$ cat src/rtl/fnv1a_pkg.sv
// Shared types and constants for the FNV-1a 32-bit hash controller.
package fnv1a_pkg;

    typedef enum logic [2:0] {
        ST_IDLE  = 3'd0,
        ST_CMD   = 3'd1,
        ST_FEED  = 3'd2,
        ST_XOR   = 3'd3,
        ST_MUL   = 3'd4,
        ST_DRAIN = 3'd5
    } state_t;

    localparam logic [31:0] OFFSET_BASIS = 32'h811C9DC5;
    localparam logic [31:0] FNV_PRIME    = 32'h01000193;

    localparam logic [7:0] CMD_RESET = 8'h01;
    localparam logic [7:0] CMD_FEED  = 8'h02;
    localparam logic [7:0] CMD_LATCH = 8'h03;

    // Index of the final shift-add term of the prime multiply.
    localparam logic [2:0] MUL_LAST = 3'd5;

    // FNV prime 0x01000193 = 2^24 + 2^8 + 2^7 + 2^4 + 2^1 + 2^0.
    function automatic logic [4:0] mul_shift(input logic [2:0] idx);
        logic [4:0] sh;
        case (idx)
            3'd0:    sh = 5'd24;
            3'd1:    sh = 5'd8;
            3'd2:    sh = 5'd7;
            3'd3:    sh = 5'd4;
            3'd4:    sh = 5'd1;
            3'd5:    sh = 5'd0;
            default: sh = 5'd0;
        endcase
        return sh;
    endfunction

    // Select byte idx of a word, idx 0 being the most significant byte.
    function automatic logic [7:0] byte_sel(input logic [31:0] word, input logic [1:0] idx);
        logic [7:0] b;
        case (idx)
            2'd0:    b = word[31:24];
            2'd1:    b = word[23:16];
            2'd2:    b = word[15:8];
            2'd3:    b = word[7:0];
            default: b = 8'h00;
        endcase
        return b;
    endfunction

endpackage

$ cat src/rtl/fnv1a_mul_step.sv
// Six-cycle shift-add multiply of a 32-bit value by the FNV prime (mod 2^32).
// A start pulse loads acc_in; done is high in the sixth accumulate cycle with
// the final product on prod in that same cycle.
module fnv1a_mul_step
    import fnv1a_pkg::*;
(
    input  logic        clk,
    input  logic        rst_n,
    input  logic        start,
    input  logic [31:0] acc_in,
    output logic        done,
    output logic [31:0] prod
);

    logic [31:0] acc_r;
    logic [31:0] sum_r;
    logic [2:0]  cnt_r;
    logic        run_r;
    logic [31:0] term_s;

    // Current shift-add term selected by the term counter.
    always_comb begin
        term_s = acc_r << mul_shift(cnt_r);
    end

    // Load operand on start, then accumulate one term per cycle.
    always_ff @(posedge clk or negedge rst_n) begin
        if (!rst_n) begin
            acc_r <= 32'h0000_0000;
            sum_r <= 32'h0000_0000;
            cnt_r <= 3'd0;
            run_r <= 1'b0;
        end else if (start) begin
            acc_r <= acc_in;
            sum_r <= 32'h0000_0000;
            cnt_r <= 3'd0;
            run_r <= 1'b1;
        end else if (run_r) begin
            sum_r <= sum_r + term_s;
            if (cnt_r == MUL_LAST) begin
                cnt_r <= 3'd0;
                run_r <= 1'b0;
            end else begin
                cnt_r <= cnt_r + 3'd1;
            end
        end else begin
            sum_r <= sum_r;
        end
    end

    // Final product is presented during the last term cycle.
    always_comb begin
        done = run_r && (cnt_r == MUL_LAST);
        prod = sum_r + term_s;
    end

endmodule

$ cat src/rtl/fnv1a_hash_ctrl.sv
// FNV-1a 32-bit hash controller: decodes I2C write commands, sequences the
// XOR/multiply step per data byte and serves the latched digest MSB-first.
module fnv1a_hash_ctrl
    import fnv1a_pkg::*;
(
    input  logic        clk,
    input  logic        rst_n,
    input  logic        rx_start,
    input  logic        rx_stop,
    input  logic        rx_valid,
    input  logic [7:0]  rx_data,
    output logic        rx_ready,
    input  logic        tx_req,
    output logic [7:0]  tx_data,
    output logic        busy,
    output logic        cmd_err,
    output logic [31:0] hash_q
);

    state_t      state_r;
    state_t      state_s;
    logic [7:0]  byte_r;
    logic [31:0] hash_r;
    logic [31:0] readback_r;
    logic [1:0]  rd_ptr_r;
    logic [7:0]  tx_data_r;
    logic        cmd_err_r;
    logic        stop_pend_r;
    logic        start_pend_r;

    logic        accept_s;
    logic        cmd_accept_s;
    logic        in_step_s;
    logic        start_now_s;
    logic        stop_now_s;
    logic        mul_start_s;
    logic        mul_done_s;
    logic [31:0] mul_prod_s;
    logic [31:0] acc_in_s;

    // Handshake and step qualifiers derived from the current state.
    always_comb begin
        accept_s     = rx_valid && rx_ready;
        cmd_accept_s = accept_s && (state_r == ST_CMD);
        in_step_s    = (state_r == ST_XOR) || (state_r == ST_MUL)
                       || ((state_r == ST_FEED) && accept_s);
        // The most recent bus event wins when a step finishes.
        start_now_s  = rx_start || (start_pend_r && !rx_stop);
        stop_now_s   = rx_stop || (stop_pend_r && !rx_start);
        mul_start_s  = (state_r == ST_XOR);
        acc_in_s     = hash_r ^ {24'h00_0000, byte_r};
    end

    fnv1a_mul_step u_mul (
        .clk    (clk),
        .rst_n  (rst_n),
        .start  (mul_start_s),
        .acc_in (acc_in_s),
        .done   (mul_done_s),
        .prod   (mul_prod_s)
    );

    // FSM state register.
    always_ff @(posedge clk or negedge rst_n) begin
        if (!rst_n) begin
            state_r <= ST_IDLE;
        end else begin
            state_r <= state_s;
        end
    end

    // FSM next-state logic; a hash step is never interrupted.
    always_comb begin
        state_s = state_r;
        case (state_r)
            ST_IDLE: begin
                if (rx_start) state_s = ST_CMD;
                else          state_s = ST_IDLE;
            end
            ST_CMD: begin
                if (rx_start) begin
                    state_s = ST_CMD;
                end else if (accept_s) begin
                    case (rx_data)
                        CMD_FEED: state_s = ST_FEED;
                        default:  state_s = ST_DRAIN;
                    endcase
                end else if (rx_stop) begin
                    state_s = ST_IDLE;
                end else begin
                    state_s = ST_CMD;
                end
            end
            ST_FEED: begin
                if (accept_s)      state_s = ST_XOR;
                else if (rx_start) state_s = ST_CMD;
                else if (rx_stop)  state_s = ST_IDLE;
                else               state_s = ST_FEED;
            end
            ST_XOR: begin
                state_s = ST_MUL;
            end
            ST_MUL: begin
                if (!mul_done_s)      state_s = ST_MUL;
                else if (start_now_s) state_s = ST_CMD;
                else if (stop_now_s)  state_s = ST_IDLE;
                else                  state_s = ST_FEED;
            end
            ST_DRAIN: begin
                if (rx_start)     state_s = ST_CMD;
                else if (rx_stop) state_s = ST_IDLE;
                else              state_s = ST_DRAIN;
            end
            default: begin
                state_s = ST_IDLE;
            end
        endcase
    end

    // FSM outputs decoded from the state register only.
    always_comb begin
        case (state_r)
            ST_CMD, ST_FEED, ST_DRAIN: begin
                rx_ready = 1'b1;
                busy     = 1'b0;
            end
            ST_XOR, ST_MUL: begin
                rx_ready = 1'b0;
                busy     = 1'b1;
            end
            default: begin
                rx_ready = 1'b0;
                busy     = 1'b0;
            end
        endcase
    end

    // Remember bus START/STOP events that arrive while a byte is being hashed.
    always_ff @(posedge clk or negedge rst_n) begin
        if (!rst_n) begin
            start_pend_r <= 1'b0;
            stop_pend_r  <= 1'b0;
        end else if (!in_step_s) begin
            start_pend_r <= 1'b0;
            stop_pend_r  <= 1'b0;
        end else if (rx_start) begin
            start_pend_r <= 1'b1;
            stop_pend_r  <= 1'b0;
        end else if (rx_stop) begin
            stop_pend_r  <= 1'b1;
            start_pend_r <= 1'b0;
        end else begin
            start_pend_r <= start_pend_r;
            stop_pend_r  <= stop_pend_r;
        end
    end

    // Running hash, captured data byte and sticky command error.
    always_ff @(posedge clk or negedge rst_n) begin
        if (!rst_n) begin
            hash_r    <= OFFSET_BASIS;
            byte_r    <= 8'h00;
            cmd_err_r <= 1'b0;
        end else begin
            if (cmd_accept_s && (rx_data == CMD_RESET)) begin
                hash_r <= OFFSET_BASIS;
            end else if ((state_r == ST_MUL) && mul_done_s) begin
                hash_r <= mul_prod_s;
            end else begin
                hash_r <= hash_r;
            end
            if ((state_r == ST_FEED) && accept_s) begin
                byte_r <= rx_data;
            end else begin
                byte_r <= byte_r;
            end
            if (cmd_accept_s && (rx_data != CMD_RESET) && (rx_data != CMD_FEED)
                && (rx_data != CMD_LATCH)) begin
                cmd_err_r <= 1'b1;
            end else begin
                cmd_err_r <= cmd_err_r;
            end
        end
    end

    // Readback register and read pointer; a same-cycle read sees the old digest.
    always_ff @(posedge clk or negedge rst_n) begin
        if (!rst_n) begin
            readback_r <= OFFSET_BASIS;
            rd_ptr_r   <= 2'd0;
            tx_data_r  <= 8'h00;
        end else begin
            if (tx_req) begin
                tx_data_r <= byte_sel(readback_r, rd_ptr_r);
                rd_ptr_r  <= rd_ptr_r + 2'd1;
            end else begin
                tx_data_r <= tx_data_r;
            end
            if (cmd_accept_s && (rx_data == CMD_LATCH)) begin
                readback_r <= hash_r;
                rd_ptr_r   <= 2'd0;
            end else begin
                readback_r <= readback_r;
            end
        end
    end

    // Drive registered values onto the ports.
    always_comb begin
        hash_q  = hash_r;
        tx_data = tx_data_r;
        cmd_err = cmd_err_r;
    end

endmodule

$ cat config.mk
export PLATFORM = sky130hd
export DESIGN_NAME = fnv1a_hash_ctrl
export DESIGN_NICKNAME = d
export VERILOG_FILES = /design/src/rtl/fnv1a_pkg.sv /design/src/rtl/fnv1a_mul_step.sv /design/src/rtl/fnv1a_hash_ctrl.sv
export SDC_FILE = /design/constraint.sdc
export NUM_CORES = 1
export LEC_CHECK = 0
export ABC_CLOCK_PERIOD_IN_PS = 6800
export CAP_MARGIN = 20
export CORE_ASPECT_RATIO = 1.4
export CORE_MARGIN = 2
export CORE_UTILIZATION = 57
export CTS_BUF_LIST = sky130_fd_sc_hd__clkbuf_4 sky130_fd_sc_hd__clkbuf_8
export CTS_CLUSTER_SIZE = 20
export DETAILED_ROUTE_END_ITERATION = 12
export HOLD_SLACK_MARGIN = 0.03
export PLACE_DENSITY = 0.83
export SYNTH_ARGS = -nofsm -noshare
export SYNTH_HDL_FRONTEND = slang
export SYNTH_HIERARCHICAL = 1
export SYNTH_SLANG_ARGS = --single-unit
$ cat constraint.sdc
create_clock -name clk -period 6.8 [get_ports clk]
set_clock_uncertainty 0.1 [all_clocks]
set_input_delay 0.68 -clock clk [delete_from_list [all_inputs] [get_ports clk]]
set_output_delay 0.68 -clock clk [all_outputs]
set_load 0.01 [all_outputs]
==> impl.org <==
** Timing
- Relative slew slack :: 0.348
- The number of endpoints with negative hold slack in the final report was 0.
- Tmin final :: 5520 ps
- Static timing analysis puts the maximum clock frequency at 181 MHz.
- Adding up every negative setup slack in the final design gives 0 ps.
- In the post-route analysis, the smallest setup slack over all paths is 1280 ps.
- Setup repair after global routing left no endpoint under its margin.
- In the finished design, the share of the clock period the worst path needs comes to 0.812.
- Final max-slew violation count :: 0
- Setup violations remaining at the end of the flow were counted as 0.
- Slew at the pin with the worst max-slew slack :: 974 ps

** Layout
- For this run, the number of standard cells in the final layout without fillers is 1277.
- In the final design database the tool counted 1084 nets.
- 0 antenna diodes ended up in the layout.
- Utilization after layout :: 0.636
- Final instance area :: 10700 um2
- The layout has 1304 filler cells.
- Area overhead of the layout relative to synthesis :: 8.84%
- Of the cells placed in the final design, the portion with a size suffix greater than 1 is 0.178.

** Logic synthesis
- The share of synthesized area in the top cell type comes to 0.325.
- In this run the cell area of the synthesized design comes to 9860 um2.
- Cell types occupying the most area after synthesis :: dfrtp_1, mux2_2, dfstp_2, nand2_1, ha_1
- Of all cell types, the one taking the most synthesized area is dfrtp_1.
- The most used flip-flop cell after synthesis is dfrtp_1.
- Most frequent cell after synthesis :: nand2_1
- Gate count after technology mapping :: 1035
- Distinct cells, synth :: 84
- Counting every net in the synthesized netlist gives 1087.
- Counting flops and latches in the post-synthesis netlist gives 156.
- The Yosys step of the flow raised 6 warnings.
- Post-synthesis sequential area ratio :: 0.399
- Mean instance size in the synthesized netlist :: 9.53 um2
- In this run, synthesis inferred 0 flip-flops with an integrated enable.
- Share of async-settable or async-resettable flops after synthesis :: 1.00
- In the synthesized netlist, the cells that appear most often are nand2_1, dfrtp_1, nor2_1.

** Setup path
- Data on the critical path arrives at its endpoint at 5740 ps.
- The signal on the critical path passes through and2_1 -> ha_1 -> nor2b_1 -> a211o_1 -> buf_4 -> nor2_1 -> a41oi_1 -> nor2_1 -> ha_1 -> a21o_1 -> a221o_1 -> a221oi_2 -> a2111o_1 -> o211ai_2 -> a311oi_1 -> a41oi_1 -> and3_1 -> nand2_1 -> a21oi_1.
- Startpoint types :: flip-flop
- Number of buffers and inverters on the critical path :: 1
- Slowest cell on crit path :: dfrtp_1
- Class of the most critical setup path :: reg2reg
- Highest fanout seen on the critical path :: 25
- In this run the number of cells on the critical path is 19.
- Data on the critical path is required at its endpoint by 7010 ps.
- Setup crit end kind :: flip-flop
- The kind of cell with the highest combined delay along the critical path is compound AO/OA/AOI/OAI gates.
- Number of cells on the worst reg-to-reg path :: 19
- Critical Path Max Stage Delay :: 940 ps

** Detailed routing
- The detailed router placed 7875 vias in this run.
- The detail route stage leaves a number of antenna-violating nets equal to 0.
- Using the TritonRoute via totals, the vias-per-cell ratio works out to 6.17.
- The first routing iteration left 779 violations.
- Count of TritonRoute iterations in the first routing pass :: 6
- After detailed routing, the average wire length per cell comes to 19.8 um.
- The routed design has 25300 um of wire.
- Remaining design rule violation count :: 0

** Clock tree
- Clock sink count :: 156
- Clock-pin slew was measured on the worst setup and hold paths at 100 ps.
- Number of H-tree branching levels :: 4
- TritonCTS clock tree :: yes
- Clock tree synthesis inserted a total of 17 buffers.
- Worst-skew pair later-pin latency :: 470 ps
- Number of buffers inserted by hold repair at cts :: 0
- Post-CTS setup repair buffer count :: 0
- Clk buf depth :: 2
- Clock Root Buffer :: clkbuf_8
- Once the clock tree was built, the resizer swapped 0 gates to a different size.

** Floorplan
- Pin placement for this block handled 57 I/O pins.
- The die covers 18400 um2.
- Starting density of the core :: 0.584
- Core region area :: 16900 um2
- The die is 160 um tall.
- Die Width :: 115 um
- Cell row count :: 56

** Power
- Power per unit of standard cell area :: 206 nW/um2
- Leakage dissipation :: 4.92 nW
- IR analysis of the VDD net gives a maximum drop of 117 uV.

** Outcome
- The run finished with clean final reports.

** Global routing
- In the global route stage, overall resource usage came out at 0.282.
- Initial antenna violation count :: 0
- After global routing the overflow that remains totals 0.
- Entering global routing, the biggest net connects 84 pins.
- Number of global-route vias before repair :: 7523
- Wire length of the first global-routing pass :: 40200 um

** Place
- The congestion estimate from routability-driven global placement came to 0.927.
- Quantity of I/O buffers inserted on ports :: 56
- Pre-CTS setup slack :: 1430 ps
- In this run, placement finished with an instance count of 1245.
- Cell area after placement :: 10300 um2
- The HPWL after detailed placement is 18200 um.

** Flow run
- Max Cap Violations :: 0

** Min path
- In this run the worst hold path is classified as in2async.
==> power by group <==
group / total [mW] / switching [mW] / internal, mW
Sequential: 1.07 / 0.0783 / 0.990
Combinational: 0.378 / 0.214 / 0.164
Clock: 0.767 / 0.391 / 0.376
==> stage by stage <==
stage / power (mW) / hold WS, ps
floorplan: 1.32 / 284
global placement: 1.45 / 368
detailed placement: 1.46 / 369
CTS: 2.22 / 185
global route: 2.31 / 207
finish: 2.21 / 168
==> logic make-up after synthesis <==
group / synth area share
AO/OA/AOI/OAI: 0.161
XOR/XNOR: 0.0329
adder cells (fa/ha/maj): 0.0490
buffers and inverters: 0.0563
flip-flops: 0.399
multiplexers: 0.137
AND/OR/NAND/NOR: 0.164
==> sequential cells by signal (all words and copies together) (netlist names), 2 cells and up <==
| register | flops |
|---|---|
| state_r | 3 |
| u_mul/cnt_r | 3 |
| rd_ptr_r | 2 |
| tx_data | 8 |
| u_mul/acc_r | 32 |
| hash_q | 32 |
| u_mul/sum_r | 32 |
| readback_r | 32 |
| byte_r | 8 |
==> worst paths after layout <==
path                                start        endpoint  slack (ps)
setup / recovery           u_mul/cnt_r[0]      hash_q[30]        1280
hold / removal                      rst_n  u_mul/sum_r[1]         170
setup reg to reg           u_mul/cnt_r[0]      hash_q[30]        1280
hold reg to reg                   cmd_err         cmd_err         390
max in group asynchronous           rst_n   readback_r[5]        5000
min in group clk                  cmd_err         cmd_err         390
==> area by class of cell <==
type	instances	area (um2)	share of cell area
Clock inverter	15	199	0.0185
Multi-Input combinational cell	775	5380	0.501
Clock buffer	17	234	0.0218
Tap cell	232	290	0.0270
Inverter	17	63.8	0.00594
Sequential cell	156	3940	0.367
Timing Repair Buffer	65	629	0.0586
==> per-layer routing <==
metal / wire [um] / GRT usage / vias to the layer above
met5: 0 / 0 / -
met4: 986 / 0.122 / 0
met3: 1390 / 0.0565 / 69
met2: 12500 / 0.459 / 279
met1: 10500 / 0.362 / 3857
li1: - / - / 3670
==> placed cells by master (no fill, tap or decap), drive strengths merged, types with 4 or more instances in the layout <==
cell type	count
clkdlybuf4s50	55
a222oi	8
a211o	4
o22ai	15
o211ai	8
a21o	17
dfstp	28
clkbuf	17
o21bai	4
a21oi	70
mux2	83
nor3	17
or3	5
inv	24
a221oi	5
nand3	25
o21ai	23
mux2i	42
buf	10
and2	9
a22o	8
nand2	146
o21a	8
xnor2	23
a211oi	10
xor2	14
a41oi	4
dfrtp	128
a31oi	22
and3	8
ha	37
nor2	110
Note: power is estimated with default switching activity, not from simulation.
